File: config.mk
export PLATFORM = sky130hd
export DESIGN_NAME = chan_mux_rr
export DESIGN_NICKNAME = d
export VERILOG_FILES = /design/src/rtl/chan_mux_pkg.sv /design/src/rtl/rr_pick.sv /design/src/rtl/chan_mux_rr.sv
export SDC_FILE = /design/constraint.sdc
export NUM_CORES = 1
export LEC_CHECK = 0
export CORE_AREA = 2 2 77 79
export CTS_BUF_LIST = sky130_fd_sc_hd__clkbuf_8
export DETAILED_ROUTE_END_ITERATION = 7
export DIE_AREA = 0 0 79 81
export MAX_ROUTING_LAYER = met4
export PLACE_DENSITY = 0.84
export SYNTH_ARGS = -nofsm -noshare
export SYNTH_HDL_FRONTEND = slang
export SYNTH_HIERARCHICAL = 1
export SYNTH_SLANG_ARGS = --single-unit
export TNS_END_PERCENT = 5
File: constraint.sdc
create_clock -name clk -period 6.8 [get_ports clk]
set_input_delay 0.68 -clock clk [delete_from_list [all_inputs] [get_ports clk]]
set_output_delay 0.68 -clock clk [all_outputs]
set_load 0.05 [all_outputs]
File: src/rtl/chan_mux_pkg.sv
// Shared mode encodings, output-register state and pointer arithmetic for the
// registered channel selector and its round-robin arbiter.
package chan_mux_pkg;

    localparam logic MODE_FIXED = 1'b0;
    localparam logic MODE_RR    = 1'b1;

    typedef enum logic {
        ST_EMPTY = 1'b0,
        ST_FULL  = 1'b1
    } out_state_t;

    // Pointer successor that wraps at the channel count, not at a power of two.
    function automatic int next_ptr(input int g, input int n);
        return (g >= n - 1) ? 0 : g + 1;
    endfunction

endpackage

File: src/rtl/rr_pick.sv
// Rotating priority picker: first asserted request at or after ptr, wrapping
// modulo N. Purely combinational so other arbiters can reuse it.
import chan_mux_pkg::*;

module rr_pick #(
    parameter int N  = 8,
    parameter int SW = $clog2(N)
) (
    input  logic [N-1:0]  req,
    input  logic [SW-1:0] ptr,
    output logic          found,
    output logic [SW-1:0] idx
);

    always_comb begin : pick
        int c;
        // NOTE: every output gets a default before the loop, so no path
        // through the block leaves it unassigned and infers a latch.
        found = 1'b0;
        idx   = '0;
        c     = 0;
        for (int k = 0; k < N; k++) begin
            c = int'(ptr) + k;
            if (c >= N) begin
                c = c - N;
            end
            if (!found && req[c]) begin
                found = 1'b1;
                idx   = SW'(c);
            end
        end
    end

endmodule

File: src/rtl/chan_mux_rr.sv
// N-channel registered selector: explicit-select or round-robin grant feeding a
// one-word output register with a valid/ready handshake.
import chan_mux_pkg::*;

module chan_mux_rr #(
    parameter int W  = 8,
    parameter int N  = 8,
    parameter int SW = $clog2(N)
) (
    input  logic          clk,
    input  logic          rst_n,
    input  logic [N*W-1:0] in_data,
    input  logic [N-1:0]  in_valid,
    output logic [N-1:0]  in_ready,
    input  logic          mode,
    input  logic [SW-1:0] sel,
    output logic [W-1:0]  out_data,
    output logic [SW-1:0] out_chan,
    output logic          out_valid,
    input  logic          out_ready
);

    out_state_t    state;
    out_state_t    next_state;
    logic [SW-1:0] ptr;
    logic          rr_found;
    logic [SW-1:0] rr_idx;
    logic          fix_found;
    logic          grant_found;
    logic [SW-1:0] grant_idx;
    logic          can_load;
    logic          transfer;

    rr_pick #(
        .N  (N),
        .SW (SW)
    ) u_pick (
        .req   (in_valid),
        .ptr   (ptr),
        .found (rr_found),
        .idx   (rr_idx)
    );

    // A select beyond the last channel matches no index and so never grants.
    always_comb begin
        fix_found = 1'b0;
        for (int c = 0; c < N; c++) begin
            if (sel == SW'(c) && in_valid[c]) begin
                fix_found = 1'b1;
            end
        end
    end

    assign grant_found = (mode == MODE_RR) ? rr_found : fix_found;
    assign grant_idx   = (mode == MODE_RR) ? rr_idx   : sel;
    assign out_valid   = (state == ST_FULL);
    assign can_load    = !out_valid || out_ready;
    assign transfer    = rst_n && can_load && grant_found;
    assign in_ready    = transfer ? (N'(1) << grant_idx) : '0;

    always_comb begin
        next_state = state;
        case (state)
            ST_EMPTY: if (transfer)               next_state = ST_FULL;
            ST_FULL:  if (out_ready && !transfer) next_state = ST_EMPTY;
            default:                              next_state = ST_EMPTY;
        endcase
    end

    // NOTE: registers update with non-blocking assignments so every flop
    // samples pre-edge values regardless of block ordering.
    always_ff @(posedge clk) begin
        if (!rst_n) begin
            state <= ST_EMPTY;
        end else begin
            state <= next_state;
        end
    end

    always_ff @(posedge clk) begin
        if (!rst_n) begin
            out_data <= '0;
            out_chan <= '0;
            ptr      <= '0;
        end else if (transfer) begin
            out_data <= in_data[int'(grant_idx)*W +: W];
            out_chan <= grant_idx;
            ptr      <= SW'(next_ptr(int'(grant_idx), N));
        end
    end

endmodule

==> results of run 1 <==
## cells in the mapped netlist, drive strengths merged
cell / number
o21a: 10
nor3b: 3
nand3: 3
mux4: 33
mux2i: 14
a211oi: 2
buf: 11
or4: 1
a221oi: 1
dfxtp: 15
a2111oi: 1
o31a: 1
a21boi: 2
a31oi: 11
a311oi: 1
nand3b: 3
and2: 3
nand2: 32
o21ai: 7
or3b: 1
nand2b: 6
o2bb2ai: 1
a21o: 4
a2bb2oi: 1
clkbuf: 9
ha: 8
o211ai: 1
o221ai: 2
xor2: 2
o31ai: 9
mux2: 9
inv: 10
nand4b: 1
and3: 3
o22ai: 1
a21oi: 10
nor3: 6
nor2: 7
## cell usage in the layout (no fill, tap or decap), types with 2 or more instances in the layout
cell,instances
a21boi_1,2
a21o_1,4
a21oi_1,10
a31oi_1,11
and2_4,2
and3_1,3
buf_4,3
clkbuf_8,3
clkdlybuf4s50_1,98
dfxtp_1,15
ha_1,8
inv_1,7
inv_2,3
mux2_1,4
mux2_2,4
mux2i_1,12
mux2i_2,2
mux4_2,32
nand2_1,32
nand2b_1,6
nand3_1,3
nand3b_1,3
nor2_1,7
nor3_1,6
nor3b_1,2
o21a_1,9
o21ai_0,3
o21ai_1,3
o31ai_1,9
xor2_1,2
## how the worst max path moves through the flow
stage / start / to / slack (ns) / cells after the start
floorplan: ptr[1] / in_ready[1] / 0.83 / 17
global placement: in_valid[3] / in_ready[6] / 1.20 / 12
detailed placement: in_valid[3] / in_ready[7] / 1.11 / 13
CTS: ptr[0] / in_ready[7] / 1.02 / 15
global route: ptr[0] / in_ready[3] / 0.76 / 15
finish: ptr[0] / in_ready[7] / 1.02 / 15
## stage by stage
| step | area [sq um] | util [%] | worst slack (ns) | total power [mW] |
|---|---|---|---|---|
| after floorplan | 2410 | - | 0.825 | 0.899 |
| after global placement | 3400 | 59.9 | 1.20 | 1.09 |
| after detailed placement | 3400 | 59.9 | 1.11 | 1.10 |
| after CTS | 3450 | 60.7 | 1.02 | 1.18 |
| after global routing | 3450 | 60.7 | 0.760 | 1.28 |
| final | 3450 | 60.7 | 1.02 | 1.18 |
## state kept, by name, summed over array words and instances (netlist names)
register / count
out_valid: 1
ptr: 3
out_data: 8
out_chan: 3
## cell type report
| class | count | area share (%) |
|---|---|---|
| Timing Repair Buffer | 101 | 29.1 |
| Clock buffer | 3 | 1.20 |
| Clock inverter | 1 | 0.145 |
| Tap cell | 75 | 2.72 |
| Inverter | 10 | 1.09 |
| Sequential cell | 15 | 8.71 |
| Multi-Input combinational cell | 200 | 57.0 |
## cell families after synthesis
group	synth area share, %
AND/OR/NAND/NOR	14.8
AO/OA/AOI/OAI	20.3
multiplexers	41.4
buffers and inverters	6.17
flip-flops	12.4
adder cells (fa/ha/maj)	4.15
XOR/XNOR	0.726
## worst reg2reg max path: stages (launching register included)
cell	delay, ns
dfxtp_1	0.31
buf_4	0.25
inv_2	0.11
ha_1	0.54
mux4_2	0.64
mux2_2	0.33
a21oi_1	0.14
o21ai_0	0.08
a21oi_1	0.17
a21oi_1	0.06
mux2i_2	0.53
inv_2	0.25
ha_1	0.29
ha_1	0.19
nand2b_1	0.16
a31oi_1	0.22
nand2b_1	0.09
mux2i_1	0.13
## per-layer routing
| metal | track usage [%] | up-vias | wire [um] |
|---|---|---|---|
| li1 | - | 1135 | - |
| met4 | 7.41 | 0 | 153 |
| met5 | - | - | 0 |
| met1 | 27.0 | 1139 | 2550 |
| met2 | 40.3 | 119 | 3690 |
| met3 | 2.78 | 15 | 424 |
## report_power, final
part	total (mW)	internal, mW	switching, mW
Combinational	0.973	0.446	0.527
Clock	0.0748	0.0406	0.0342
Sequential	0.133	0.115	0.0181
==> results.md, run 1 <==
Worst hold path:
- The end of the worst hold path is out_chan[2].
- The type of the tightest min-delay check is flip-flop to flip-flop.
- The worst hold path begins at out_chan[2].
- The number of cells on the worst hold path is 2.

Route:
- For this run, the detailed router's first-pass iteration total came to 4.
- After detailed routing, the total wire length is 6820 um.
- The post-detailed-route wirelength per cell is about 17 um.
- The first routing iteration left 215 violations.
- The via density per instance is 5.95.
- The via total after detailed routing is roughly 2.4k.
- The residual antenna-violating net count after detailed routing is 0.
- In the routed design, unresolved DRC markers number 0.

Cells and area:
- In the final layout, the multi-input gates occupy 1960 sq um.
- The antenna diode instance count is 0.
- Compared with the post-synthesis result, the final layout area differs by 42.8%.
- The final non-filler cell total is just over 400.
- The proportion of layout cells with a drive suffix above 1 is 17.3%.
- The final layout contains approximately 420 nets.
- The total of fill cells in the finished design is roughly 470.
- Across the whole layout, storage elements account for approximately 300 sq um.

Timing:
- In the final timing run, aggregate negative setup slack is 0 ns.
- The worst clock skew is 0.00163 ns.
- The number of slew-limit violations in the final report was 0.
- In the finished design, the share of the clock period the worst path needs comes to 85.0%.
- At the pin with the least slew margin, the transition time is 0.871 ns.
- The clock period could shrink to 5.78 ns.
- Derived from the worst setup path, the maximum achievable clock frequency is 173 MHz.
- The hold slack is approximately 0.47 ns.
- The total count of hold-check failures in the final report was 0.
- Setup violations remaining at the end of the flow were counted as 0.
- Setup repair after global routing left no endpoint under its margin.
- The headroom to the max-slew limit is 40.3%.

Worst setup path:
- The critical path's slowest cell is clkdlybuf4s50_1.
- For the worst flop-to-flop path, the logic depth is 17.
- The data required time of the worst path is roughly 6.1 ns.
- STA classifies the critical path startpoint as a flip-flop.
- The critical path goes through buf_4 > inv_2 > ha_1 > mux4_2 > and2_4 > or4_4 > a211oi_4 > a2111oi_1 > a21oi_1 > mux2i_2 > inv_2 > ha_1 > ha_1 > and3_1 > clkdlybuf4s50_1.
- The maximum net fanout on the critical path is 15.
- In this design, the stage delay of the slowest critical-path cell is just over 0.8 ns.
- The flop-to-flop setup slack is 2.26 ns.
- The worst setup path is captured at a primary output.
- The kind of cell with the highest combined delay along the critical path is buffers and inverters.
- The buffers plus inverters on the worst setup path is 4.
- The path type of the worst setup path is flip-flop to primary output.
- The cell occurring most often along the worst timing path is ha_1.
- In this run the critical register-to-register path is launched from ptr[0].
- The destination of the worst register-to-register timing path is ptr[2].
- The worst path arrival time is 5.10 ns.

Global routing:
- The number of global-route vias before repair is around 2.4k.
- The number of antenna violations at the first check in global routing is 0.
- The residual overflow from global routing is 0.
- The pin count of the biggest net entering global routing is 25.
- The first global-routing pass estimated 11200 um of wire.
- The combined global-route utilization of all metal layers is 22.8%.

Die:
- Row generation in the floorplan step produced 28 rows.
- For this configuration, the core starts out at a cell density of 42.5%.
- The die area is 6400 sq um.
- The die is 79 um wide.
- The top-level I/O count is 99.
- The die height is 81 um.
- In this run the standard cell core region covers around 5700 sq um.

Flow run:
- Across the run, the number of max-cap violations was 0.

Outcome:
- The run finished with clean final reports.

CTS:
- The clock edge transition at the registers on the reported setup and hold paths is 0.07 ns.
- The number of setup buffers added after CTS is 0.
- Buffers inserted during clock tree synthesis total 3.
- Counting every sink on the clock net gives 15.
- The post-cts gate resize count is 0.
- The clock reaches the later pin of the worst-skew pair after 0.25 ns.
- The clock passes through at most 2 buffers.
- The root buffer cell chosen for the clock tree is clkbuf_8.
- TritonCTS built the clock tree.
- Buffers inserted to repair hold after CTS numbered 0.
- The number of H-tree levels is 1.

Power:
- Dividing total power by cell area gives a power density of ~340 nW/um^2.
- In this run the static leakage power is 1.25 nW.
- The peak supply drop is 0.000166 V.

Placed design:
- The number of placed cells counting well taps is approximately 400.
- Routability-driven placement finished with a final weighted congestion of 0.882.
- The number of I/O port buffers is 98.
- The half-perimeter wire length of the detailed placement result is between 5000 and 6000 um.

Synthesis:
- The yosys synthesis warning count is 6.
- The largest area contributor in the synthesized netlist is mux4_2.
- The synthesized netlist cell count is 245.
- The count of different cell masters after synthesis is 52.
- After synthesis the cells add up to approximately 2400 sq um.
- Yosys attributes the largest share of cell area to mux4_2, dfxtp_1, mux2i_1, nand2_1, ha_1.
- The area share of the leading cell type in the synthesized netlist is 29.9%.
- The average instance area after synthesis is 9.85 sq um.
- The number of nets handed over by synthesis was 332.
- The number of register bits inferred by synthesis is 15.
- The fraction of the yosys area taken by sequential cells is 12.4%.
(Power assumes the default switching activity.)
==> run 2, diff against run 1 <==
==> constraint.sdc (replaced) <==
create_clock -name clk -period 5.6 [get_ports clk]
set_input_delay 0.56 -clock clk [delete_from_list [all_inputs] [get_ports clk]]
set_output_delay 0.56 -clock clk [all_outputs]
set_load 0.05 [all_outputs]
==> run 2 against run 1 <==
First-iteration DRC count shrank 7.4%. Utilization is 0.15 points higher. Sequential share of layout area about the same. Highest routed layer unchanged.
==> results.md, run 2 (synthesized netlist as in run 1, its figures left out) <==
Flow run:
- Max-cap violations in this run came to 0.

Cells and area:
- The register with the highest flop count is out_data.
- Relative to the synthesized area, the layout overhead comes to 43.1%.
- In the final layout, the registers with the most flip-flops are out_data (8), out_chan (3), ptr (3).
- Leaving out fill and tap cells, the most frequent cell in the layout is clkdlybuf4s50_1.
- The area of combinational cells with multiple inputs is a little under 2000 sq um.
- The number of flip-flops in the largest register is 8.
- Leaving out fill and tap cells, the most frequent cells in the layout are clkdlybuf4s50_1, nand2_1, mux4_2.
- Counting the fill cells in the layout gives 488.
- With fillers left out, the area of the finished cells amounts to approximately 3500 sq um.
- For this run, the post-layout net count is 420.
- The antenna diode instance count is 0.
- The proportion of layout cells with a drive suffix above 1 is approximately 20%.
- The sequential cell area is 300 sq um.

CTS:
- The number of buffers created by CTS is 3.
- The deepest clock path buffer count is 2.
- TritonCTS built the clock tree.
- Clock tree synthesis found a total of 15 sinks.
- Hold repair after CTS inserted 0 buffers.
- CTS built an H-tree with a depth of 1.
- Post-CTS repair changed the size of 0 cells.
- The clock latency reported for the late side of the worst-skew pair is 0.25 ns.
- The clock root buffer is clkbuf_8.
- The clock edge transition at the registers on the reported setup and hold paths is around 0.060 ns.
- Post-CTS timing repair inserted 0 buffers for setup.

Power:
- IR analysis of the VDD net gives a maximum drop of 0.000232 V.
- Per report_power, the sequential group accounts for between 10% and 20% of the total.
- In this run switching power makes up 49.2% of total power.
- The internal portion of the total power is 0.739 mW.
- Dividing total power by cell area gives a power density of 421 nW/um^2.
- The clock network fraction of total power is 6.1%.
- The fraction of power consumed by combinational cells is 82.4%.
- The leakage power is between 1 and 1.5 nW.
- The analysis attributes to net switching a power of around 0.72 mW.

Outcome:
- The flow ran to the end, and the final reports show no timing, DRC or antenna violations.

Worst hold path:
- The tightest min-delay check is of the flip-flop to flip-flop type.
- The worst hold path was traced through 2 stages.

Timing:
- Based on the critical path, the design can be clocked at up to 193 MHz.
- Setup violations remaining at the end of the flow were counted as 0.
- The worst path meets setup with 0.426 ns of slack.
- The actual transition at the worst max-transition pin is between 0.7 and 0.8 ns.
- The final critical path time including I/O delays and setup is between 5 and 6 ns.
- The worst clock skew is 0.000241 ns.
- The number of slew-limit violations in the final report came to 0.
- The fraction of the cycle the final worst path needs is between 90 and 100%.
- The total count of hold-check failures in the final report is 0.
- The worst pin sits at a relative slew slack of approximately 48%.
- Setup repair after global routing left no endpoint under its margin.

Worst setup path:
- In this design, the critical path's most frequently occurring cell is clkdlybuf4s50_1.
- The data required time of the worst path is about 5.0 ns.
- STA classifies the critical path endpoint as a primary output.
- The critical path's slowest cell is clkdlybuf4s50_1.
- The path type of the worst setup path is input pin to primary output.
- Along the worst path, the maximum fanout reaches 11.
- The worst path arrival time is 4.61 ns.
- The signal on the critical path passes through clkdlybuf4s50_1 > mux2_1 > mux4_2 > and2_1 > a2111oi_1 > a21oi_1 > mux2i_2 > ha_1 > nand2_1 > nor3_1 > clkdlybuf4s50_1.
- The stage delay of the slowest cell on the critical path is 0.83 ns.
- Counting cells, the worst reg-to-reg path comes to 15.
- The worst setup path is launched from an input pin.

Die:
- In this run the horizontal extent of the chip is between 70 and 80 um.
- The die height is just over 80 um.
- The area of the core is 5680 sq um.
- The die area is 6400 sq um.
- The floorplan has 28 rows.
- For this configuration, the core starts out at a cell density of a little over two fifths.
- During I/O placement, the number of pins put on the boundary was 99.

Global routing:
- For this run the aggregate overflow at the end of global routing stands at 0.
- The number of global-route vias before repair came to between 2k and 2.5k.
- The global-route wire length before repair is approximately 11000 um.
- The combined global-route utilization of all metal layers is 22.7%.
- The number of antenna violations at the first check in global routing was 0.
- The pin count of the biggest net entering global routing is 25.

Route:
- The post-detailed-route wirelength per cell is roughly 17 um.
- The number of DRC violations after detailed-routing iteration 0 is roughly 200.
- Summed over all layers, the routed wires come to approximately 7000 um.
- The count of nets left with antenna violations once routing finished came out at 0.
- The detailed-router iteration count before antenna repair is 4.
- The DRC violations left is 0.
- The via total after detailed routing is 2407.
- The via density per instance is between 5 and 6.

Placed design:
- The cell area reported after detailed placement is between 3000 and 4000 sq um.
- Detailed placement ended at an HPWL of 5510 um.
- The routability congestion estimate is roughly 0.86.
- At the placement stage, the worst setup path has a slack of approximately 0.44 ns.
- The number of I/O port buffers is 98.
-- run 2: cell type report --
type                    instances  area share, %
flip-flops and latches         15           8.69
clock inverters                 1          0.109
repair buffers                103           29.3
clock buffers                   3           1.20
multi-input cells             200           56.9
inverters                      10           1.09
well taps                      75           2.72
-- run 2: path summary, 6_finish.rpt --
kind	from	endpoint	slack, ns
setup / recovery	in_valid[7]	in_ready[4]	0.43
hold / removal	out_chan[0]	out_chan[0]	0.46
setup reg to reg	ptr[1]	ptr[2]	1.22
hold reg to reg	out_chan[0]	out_chan[0]	0.46
-- run 2: stage by stage --
step,cells,power (mW),hold WS (ns),setup TNS [ns],util (%)
5_1_grt,407,1.56,0.489,0,60.9
4_1_cts,407,1.46,0.467,0,60.9
3_5_place_dp,403,1.36,0.454,0,60.1
2_1_floorplan,245,1.09,0.454,-0.509,-
6_report,407,1.46,0.465,0,60.9
3_3_place_gp,403,1.34,0.442,0,60.1
-- run 2: critical path, delay by kind of cell --
| family | cells | cell delay (ns) |
|---|---|---|
| mux | 3 | 1.47 |
| buf+inv | 2 | 1.40 |
| compound gates | 2 | 0.49 |
| simple gates | 3 | 0.42 |
| fa+ha+maj | 1 | 0.25 |
-- run 2: per-layer routing --
| layer | share of wire, % | routed length [um] | GRT usage [%] |
|---|---|---|---|
| met5 | 0 | 0 | - |
| met4 | 2.3 | 163 | 8.28 |
| met3 | 6.2 | 437 | 3.33 |
| met2 | 53 | 3730 | 41.4 |
| met1 | 38 | 2670 | 25.3 |
-- run 2: power by group through the flow --
stage / Combinational, mW / Clock, mW / Sequential, mW
final: 1.20 / 0.0883 / 0.168
after global routing: 1.30 / 0.0919 / 0.172
after CTS: 1.20 / 0.0887 / 0.168
after detailed placement: 1.20 / 0 / 0.170
after global placement: 1.17 / 0 / 0.168
after floorplan: 0.844 / 0 / 0.248
